[config.mk]
export PLATFORM = sky130hd
export DESIGN_NAME = dds_sweep_ctrl
export DESIGN_NICKNAME = d
export VERILOG_FILES = /design/src/rtl/dds_sweep_ctrl.sv
export SDC_FILE = /design/constraint.sdc
export NUM_CORES = 1
export LEC_CHECK = 0
export BUFFER_PORTS_ARGS = -buffer_cell sky130_fd_sc_hd__buf_2
export CAP_MARGIN = 25
export CORE_MARGIN = 3
export CORE_UTILIZATION = 60
export CTS_CLUSTER_SIZE = 14
export DETAILED_ROUTE_END_ITERATION = 10
export MAX_ROUTING_LAYER = met4
export PLACE_DENSITY_LB_ADDON = 0.15
export SYNTH_ARGS = -nofsm -noshare
export SYNTH_HDL_FRONTEND = slang
export SYNTH_SLANG_ARGS = --single-unit
[constraint.sdc]
create_clock -name sys_clk -period 8.4 [get_ports sys_clk]
set_input_delay 0 -clock sys_clk [delete_from_list [all_inputs] [get_ports sys_clk]]
set_output_delay 0 -clock sys_clk [all_outputs]
set_load 0.02 [all_outputs]
[src/rtl/dds_sweep_ctrl.sv]
// dds_sweep_ctrl: linear frequency-sweep sequencer driving the phase
// accumulator increment (single shot, sawtooth repeat or triangle repeat).
module dds_sweep_ctrl #(
    parameter int ACC_LENGTH   = 48,
    parameter int COUNT_LENGTH = 16,
    parameter int DWELL_LENGTH = 24
) (
    input  logic                    sys_clk,
    input  logic                    rst,
    input  logic [ACC_LENGTH-1:0]   start_freq,
    input  logic [ACC_LENGTH-1:0]   step_freq,
    input  logic [COUNT_LENGTH-1:0] step_count,
    input  logic [DWELL_LENGTH-1:0] dwell,
    input  logic [1:0]              mode,
    input  logic                    start,
    input  logic                    stop,
    output logic [ACC_LENGTH-1:0]   increment_out,
    output logic                    load_increment,
    output logic                    busy,
    output logic                    done,
    output logic [COUNT_LENGTH-1:0] step_index
);

    // state | meaning
    // IDLE  | waiting for start; outputs hold last increment/index
    // LOAD  | one-cycle load_increment strobe, dwell counter reloaded
    // DWELL | counting down the dwell time at the current index
    // DONE  | one-cycle done strobe after a single sweep completes
    typedef enum logic [1:0] {
        IDLE  = 2'd0,
        LOAD  = 2'd1,
        DWELL = 2'd2,
        DONE  = 2'd3
    } state_t;

    state_t state, state_next;

    logic [ACC_LENGTH-1:0]   start_q;
    logic [ACC_LENGTH-1:0]   step_q;
    logic [COUNT_LENGTH-1:0] count_q;
    logic [DWELL_LENGTH-1:0] dwell_q;
    logic [DWELL_LENGTH-1:0] dwell_cnt;
    logic [1:0]              mode_q;
    logic                    down;

    logic accept;
    logic expire;
    logic at_top;
    logic repeat_mode;

    // stop always outranks a dwell expiry, and start is only honoured from IDLE
    assign accept      = (state == IDLE) && start && !stop;
    assign expire      = (state == DWELL) && (dwell_cnt == DWELL_LENGTH'(1)) && !stop;
    assign at_top      = !down && (step_index == count_q);
    assign repeat_mode = (mode_q == 2'b01) || (mode_q == 2'b10);

    // State register
    always_ff @(posedge sys_clk or posedge rst) begin
        if (rst) state <= IDLE;
        else     state <= state_next;
    end

    // Next-state decode and state-derived strobes
    always_comb begin
        state_next     = state;
        load_increment = 1'b0;
        busy           = 1'b0;
        done           = 1'b0;
        case (state)
            IDLE: begin
                if (accept) state_next = LOAD;
            end
            LOAD: begin
                load_increment = 1'b1;
                busy           = 1'b1;
                state_next     = stop ? IDLE : DWELL;
            end
            DWELL: begin
                busy = 1'b1;
                if (stop)        state_next = IDLE;
                else if (expire) state_next = (at_top && !repeat_mode) ? DONE : LOAD;
            end
            DONE: begin
                done       = 1'b1;
                state_next = IDLE;
            end
            default: state_next = IDLE;
        endcase
    end

    // Shadow copy of the sweep configuration, captured only on an accepted start
    always_ff @(posedge sys_clk or posedge rst) begin
        if (rst) begin
            start_q <= '0;
            step_q  <= '0;
            count_q <= '0;
            dwell_q <= '0;
            mode_q  <= '0;
        end else if (accept) begin
            start_q <= start_freq;
            step_q  <= step_freq;
            count_q <= step_count;
            dwell_q <= (dwell == '0) ? DWELL_LENGTH'(1) : dwell;
            mode_q  <= mode;
        end
    end

    // Dwell down-counter: reloaded in LOAD, decremented in DWELL
    always_ff @(posedge sys_clk or posedge rst) begin
        if (rst)                  dwell_cnt <= '0;
        else if (state == LOAD)   dwell_cnt <= dwell_q;
        else if (state == DWELL)  dwell_cnt <= dwell_cnt - DWELL_LENGTH'(1);
    end

    // Sweep position: index, direction and increment advance on each dwell expiry
    always_ff @(posedge sys_clk or posedge rst) begin
        if (rst) begin
            increment_out <= '0;
            step_index    <= '0;
            down          <= 1'b0;
        end else if (accept) begin
            increment_out <= start_freq;
            step_index    <= '0;
            down          <= 1'b0;
        end else if (expire) begin
            if (!down && (step_index < count_q)) begin
                increment_out <= increment_out + step_q;
                step_index    <= step_index + COUNT_LENGTH'(1);
            end else if (down && (step_index != '0)) begin
                increment_out <= increment_out - step_q;
                step_index    <= step_index - COUNT_LENGTH'(1);
            end else if (down) begin
                // triangle valley: turn around without repeating index 0
                down          <= 1'b0;
                step_index    <= COUNT_LENGTH'(1);
                increment_out <= increment_out + step_q;
            end else if ((mode_q == 2'b01) || ((mode_q == 2'b10) && (count_q == '0))) begin
                increment_out <= start_q;
                step_index    <= '0;
            end else if (mode_q == 2'b10) begin
                // triangle peak: turn around without repeating index N
                down          <= 1'b1;
                step_index    <= step_index - COUNT_LENGTH'(1);
                increment_out <= increment_out - step_q;
            end
        end
    end

endmodule

==> results of run 1 <==
==> placed cells by master (no fill, tap or decap), types with 7 or more instances in the layout <==
cell,count
a2111oi_0,7
a211o_1,7
a211oi_1,21
a21o_1,24
a21oi_1,172
a221o_1,19
a221oi_1,27
a22oi_1,11
a31oi_1,11
and2_1,9
and3_1,14
buf_2,208
buf_4,12
clkbuf_16,27
dfrtp_1,229
dlygate4sd3_1,159
ha_1,121
inv_1,124
mux2i_1,9
nand2_1,396
nand2b_1,17
nand3_1,38
nand4_1,14
nor2_1,144
nor2b_1,15
nor3_1,48
nor4_1,24
o211ai_1,22
o21a_1,11
o21ai_0,181
o21ai_1,31
o21bai_1,14
o221ai_1,22
o31ai_1,34
o41ai_1,10
or3_1,26
or4_1,7
xnor2_1,33
==> flip-flops by register name, summed over array words and instances (netlist names) <==
name and flops:
increment_out 48, step_index 16, count_q 16, start_q 48, step_q 48, mode_q 2, down 1, state 2
dwell_q 24, dwell_cnt 24
==> worst paths after layout <==
kind	start	endpoint	slack [ps]	depth (start not counted)
worst max-delay path	step_index[9]	increment_out[11]	3640	11
worst max register to register	step_index[9]	increment_out[11]	3640	11
worst min register to register	dwell_q[20]	dwell_q[20]	480	2
min in group asynchronous	rst	increment_out[6]	150	3
max in group asynchronous	rst	start_q[38]	6140	5
worst min-delay path	start	step_q[25]	70	4
==> power by group <==
part | switching, mW | internal [mW]
Combinational | 3.51 | 2.01
Clock | 0.485 | 0.776
Sequential | 0.421 | 1.58
Total | 4.42 | 4.37
==> layer usage <==
layer	global-route usage (%)	share of wire (%)
met2	62.3	47
met1	49.5	41
met4	14.2	3.9
met5	-	0
met3	4.57	7.8
==> per-stage QoR <==
| step | worst slack (ps) | util (%) | area, sq um |
|---|---|---|---|
| 2_1_floorplan | 2120 | - | 17000 |
| 3_3_place_gp | 3910 | 64.9 | 18100 |
| 3_5_place_dp | 3770 | 65.1 | 18100 |
| 4_1_cts | 3740 | 74.1 | 20700 |
| 5_1_grt | 3430 | 74.1 | 20700 |
| 6_report | 3640 | 74.1 | 20700 |
==> cell type report <==
class,instances,area share (%)
clock inverters,11,0.921
inverters,129,2.38
well taps,378,2.29
repair buffers,382,13.4
flip-flops and latches,229,27.7
clock buffers,36,3.63
multi-input cells,1661,49.6
==> worst max-delay path, stage by stage, from the launching register on <==
cell       delay (ps)
dfrtp_1           460
ha_1              340
a211oi_1          240
o21ai_0           110
a2111oi_0         660
a21o_1            620
or3_1             820
buf_4             560
nor2_1            100
a211o_1           280
a221oi_1          300
o31ai_1           100
==> cells by family after synthesis <==
group,count (synthesis),share of synthesized area [%]
AO/OA/AOI/OAI,703,27.3
flip-flops,229,33.7
adder cells (fa/ha/maj),124,9.21
XOR/XNOR,36,1.85
multiplexers,9,0.530
buffers and inverters,266,6.33
AND/OR/NAND/NOR,789,21.1
==> what timing repair did <==
item                                    in CTS  in global routing
endpoints found under the hold margin      293                  0
hold buffers                               159                  0
endpoints found under the setup margin       0                  0
==> qor.txt, run 1 <==
Dominant synthesized flop cell - dfrtp_1
Hold Worst Slack - 72.8 ps
Slew headroom - 26.5%
Max Clock Skew - 23.5 ps
# resized after CTS - 0
Avg Inst Size Synth - 7.89 sq um
Post-route antenna net violation count - 0
Final Hold Viols - 0
Initial detailed-routing violation count - 1729
Placed wire-length estimate - 37700 um
Clk slew on worst S/H paths - 60 ps
Async SR Flop Fraction - 100%
Leakage power total - 9.48 nW
First-pass GRT wire length - 93300 um
CP arrival - 5140 ps
Port Buf Inserts - 208
Area of the multi-input gates - 0.0102 sq mm
Fin. max-slew vios - 0
DR vias - 18000
Clock buffer depth - 3
Final Wtd Congestion - 1.02
Total clock sinks - 229
Net Count, Synth - 2422
Pwr dens - 425 mW/mm^2
Drt pass-1 iters - 6
Root cell of the clock tree - clkbuf_16
Most common cell in the netlist - nand2_1
DR WL/cell - 20.6 um
DR DRC count - 0
Final Non-Filler Cells - 2826
Die Wd - 174 um
Fin crit share - 56.6%
Netlist cell types - 94
Yosys warnings - 0
Post-CTS Setup Bufs - 0
CTS tree - done
Max cap viols - 0
Initial antenna violation count - 0
CP Class - flop to flop
Synth Instances - 2156
Register area - 0.00573 sq mm
Share of layout cells above drive strength 1 - 12.7%
Number of synthesized flops with an enable pin - 0
Outcome - complete, no violations
Io pins - 209
Routed WL - 58100 um
Setup TNS - 0 ps
Final Power - 8.79 mW
Actual slew at the worst max-slew pin - 1100 ps
CTS H-tree lvls - 1
Vert. Die Dim - 174 um
Total die area - 0.0304 sq mm
CP max FO - 30
CTS buffer count - 26
FMAX - 210 MHz
Fillers - 2062
GRT Total Usage - 38.3%
Hold Crit Class - primary input to flop
Clk_lat worst skew - 550 ps
Syn-to-layout area delta - 21.4%
Cell accounting for the most synthesized area - dfrtp_1
Synthesis-stage register bit count - 229
Vias per cell - 6.35
Grt ovf - 0
CP Launch Type - flop
Crit end category - flop
Crit path required time - 8780 ps
Tmin final - 4760 ps
Placed Cells incl. Taps - 2620
Share of the synthesized area in the top cell type - 33.7%
Starting Density - 61.1%
Final net count - 2695
RSZ-0062 raised after global routing - false
Most frequent cells after synthesis - nand2_1, dfrtp_1, o21ai_0
Largest net degree at the start of global routing - 222
Sequential area share after synthesis - 33.7%
Setup violations, final - 0
Synth top area cells - dfrtp_1, ha_1, nand2_1
Core area - 0.0279 sq mm
Vias in the first global route - 17800
Mapped cell area - 0.0170 sq mm
N_diodes - 0
Worst VDD drop - 0.326 mV
FP Rows - 61
(Power assumes the default switching activity.)
==> run 2, diff against run 1 <==
- ABC_AREA: not set -> 1
- clock period: 8.4 -> 4.9 ns (I/O delays scaled with it)
==> qor.txt, run 2 <==
Dpl ws - 1680 ps (-2090 ps)
Actual slew at the worst max-slew pin - 1050 ps (-52.9 ps)
Final Hold Viols - 0 (unchanged)
DR WL/cell - 20.0 um (-2.9%)
Slew headroom - 30.0% (+3.5 points)
Netlist cell types - 55 (-41%)
Root cell of the clock tree - clkbuf_16
Critical-path cell list - inv_1 > ha_1 > nand3_2 > buf_4 > nand3_4 > inv_4 > o21ai_1 > nand2_1
Synth Instances - 3336 (+55%)
RR Startpoint - state[1]
CP delay by family, top - buffers and inverters
Hold Crit Class - primary input to flop
Most frequent cells after synthesis - nand2_1, inv_1, nor2_1
Sequential area share after synthesis - 28.1% (-5.6 points)
Clk slew on worst S/H paths - 60 ps (about the same)
CTS tree - done
Syn-to-layout area delta - 16.6%
Setup violations, final - 0 (unchanged)
FP Rows - 66 (+8.2%)
Max Clock Skew - 39.7 ps (+16.2 ps)
Synth top area cells - dfrtp_1, nand2_1, inv_1
Crit-path slowest cell - inv_4
Max cap viols - 0 (unchanged)
Die Wd - 190 um (+9.2%)
Clk_lat worst skew - 600 ps (+50 ps)
Grt ovf - 0 (unchanged)
CTS H-tree lvls - 1 (unchanged)
Hold wc startpoint - step_freq[7]
Fin crit share - 69.8% (+13 points)
Routed WL - 81300 um (+40%)
CP startpoint - state[1]
Mapped cell area - 0.0204 sq mm (+20%)
Setup TNS - 0 ps (unchanged)
Async SR Flop Fraction - 100% (unchanged)
Largest net degree at the start of global routing - 187 (-16%)
Share of layout cells above drive strength 1 - 8.77% (-4.0 points)
Commonest cells after routing, fill and taps aside - nand2_1, inv_1, nor2_1, dfrtp_1, buf_2
Total clock sinks - 229 (unchanged)
Largest regs - increment_out (48), start_q (48), step_q (48)
FMAX - 293 MHz (+39%)
Number of synthesized flops with an enable pin - 0 (unchanged)
Vias per cell - 5.94 (-6.5%)
Initial detailed-routing violation count - 3144 (+82%)
CP Class - flop to flop
Cell accounting for the most synthesized area - dfrtp_1
Crit-path max cell delay - 650 ps (-170 ps)
Starting Density - 61.8% (+0.70 points)
Avg Inst Size Synth - 6.12 sq um (-22%)
Final net count - 3872 (+44%)
Synthesis-stage register bit count - 229 (unchanged)
# resized after CTS - 0 (unchanged)
Drt pass-1 iters - 7 (+1)
Total die area - 0.0363 sq mm (+19%)
Crit end category - flop
PnR worst setup slack - 1480 ps (-2160 ps)
Vias in the first global route - 23600 (+32%)
Placed wire-length estimate - 57100 um (+51%)
GRT Total Usage - 44.8% (+6.5 points)
Post-route antenna net violation count - 0 (unchanged)
DR DRC count - 0 (unchanged)
CP max FO - 52 (+73%)
Yosys warnings - 0 (unchanged)
Core area - 0.0330 sq mm (+19%)
CP arrival - 3920 ps (-1220 ps)
CP Launch Type - flop
Dominant synthesized flop cell - dfrtp_1
Fillers - 2703 (+31%)
Vert. Die Dim - 190 um (+9.2%)
Initial antenna violation count - 1 (+1)
Tmin final - 3420 ps (-1340 ps)
Io pins - 209 (unchanged)
Clock buffer depth - 3 (unchanged)
CP bufs+invs - 3 (+2)
Most common cell in the netlist - nand2_1
Most common cell after layout, fill and taps aside - nand2_1
Crit path required time - 5400 ps (-3380 ps)
First-pass GRT wire length - 125000 um (+33%)
Outcome - complete, no violations
Net Count, Synth - 3602 (+49%)
Share of the synthesized area in the top cell type - 28.1% (-5.6 points)
Fin. max-slew vios - 0 (unchanged)
Final Wtd Congestion - 1.12 (+9.6%)
RSZ-0062 raised after global routing - false
CTS buffer count - 28 (+7.7%)
Port Buf Inserts - 208 (unchanged)
DR vias - 24200 (+35%)
==> run 2: cells by family (layout without fill, tap and decap cells) <==
family                   after synthesis  count (layout)  synth area share [%]
XOR/XNOR                              61              61                  2.62
buffers and inverters                701             989                  13.9
AND/OR/NAND/NOR                     1834            1834                  36.8
adder cells (fa/ha/maj)              124             124                  7.68
AO/OA/AOI/OAI                        387             387                  11.0
flip-flops                           229             229                  28.1
other                                  0               2                     0
==> run 2: timing repair <==
item	CTS	global route
hold buffers	141	0
endpoints found under the hold margin	373	0
buffers inserted	0	0
==> run 2: worst reg2reg max path: stages (launching register included) <==
cell     delay [ps]
dfrtp_1         430
inv_1           130
ha_1            230
nand3_2         640
buf_4           600
nand3_4         320
inv_4           650
o21ai_1         210
nand2_1         100
==> run 2: worst paths after layout <==
kind                       slack [ps]                 to  cells past startpoint
max                              1480  increment_out[22]                      8
min                               150          step_q[7]                      4
max reg2reg                      1480  increment_out[22]                      8
min reg2reg                       490        start_q[40]                      2
max in group asynchronous        3300        start_q[38]                      5
min in group asynchronous         330           state[0]                      4
==> run 2: routing by layer <==
metal  vias up  routed length (um)  track usage (%)
li1      10800                   -                -
met1     11000               30100             55.0
met2      1871               35900             70.8
met3       479                9760             8.92
met4         0                5510             22.4
met5         -                   0                -
==> run 2: stage by stage <==
step | hold WS (ps) | area, sq um | utilization (%) | cells
final | 146 | 23800 | 72.0 | 4068
after global routing | 171 | 23800 | 72.0 | 4068
after CTS | 136 | 23700 | 71.9 | 4065
after detailed placement | 212 | 21500 | 64.9 | 3876
after global placement | 204 | 21500 | 64.9 | 3876
after floorplan | 110 | 20400 | - | 3336
==> run 2: cell type report <==
| class | count | area, sq um | area share (%) |
|---|---|---|---|
| Multi-Input combinational cell | 2406 | 11900 | 49.8 |
| Sequential cell | 229 | 5730 | 24.1 |
| Timing Repair Buffer | 357 | 2540 | 10.7 |
| Inverter | 584 | 2210 | 9.29 |
| Clock buffer | 36 | 781 | 3.28 |
| Tap cell | 442 | 553 | 2.33 |
| Clock inverter | 12 | 105 | 0.442 |
| Antenna cell | 2 | 5.00 | 0.0210 |
Power of run 2 is left out: the tool's default activity adds up to more than one toggle a clock period on the data nets, which glitch-free logic cannot reach.
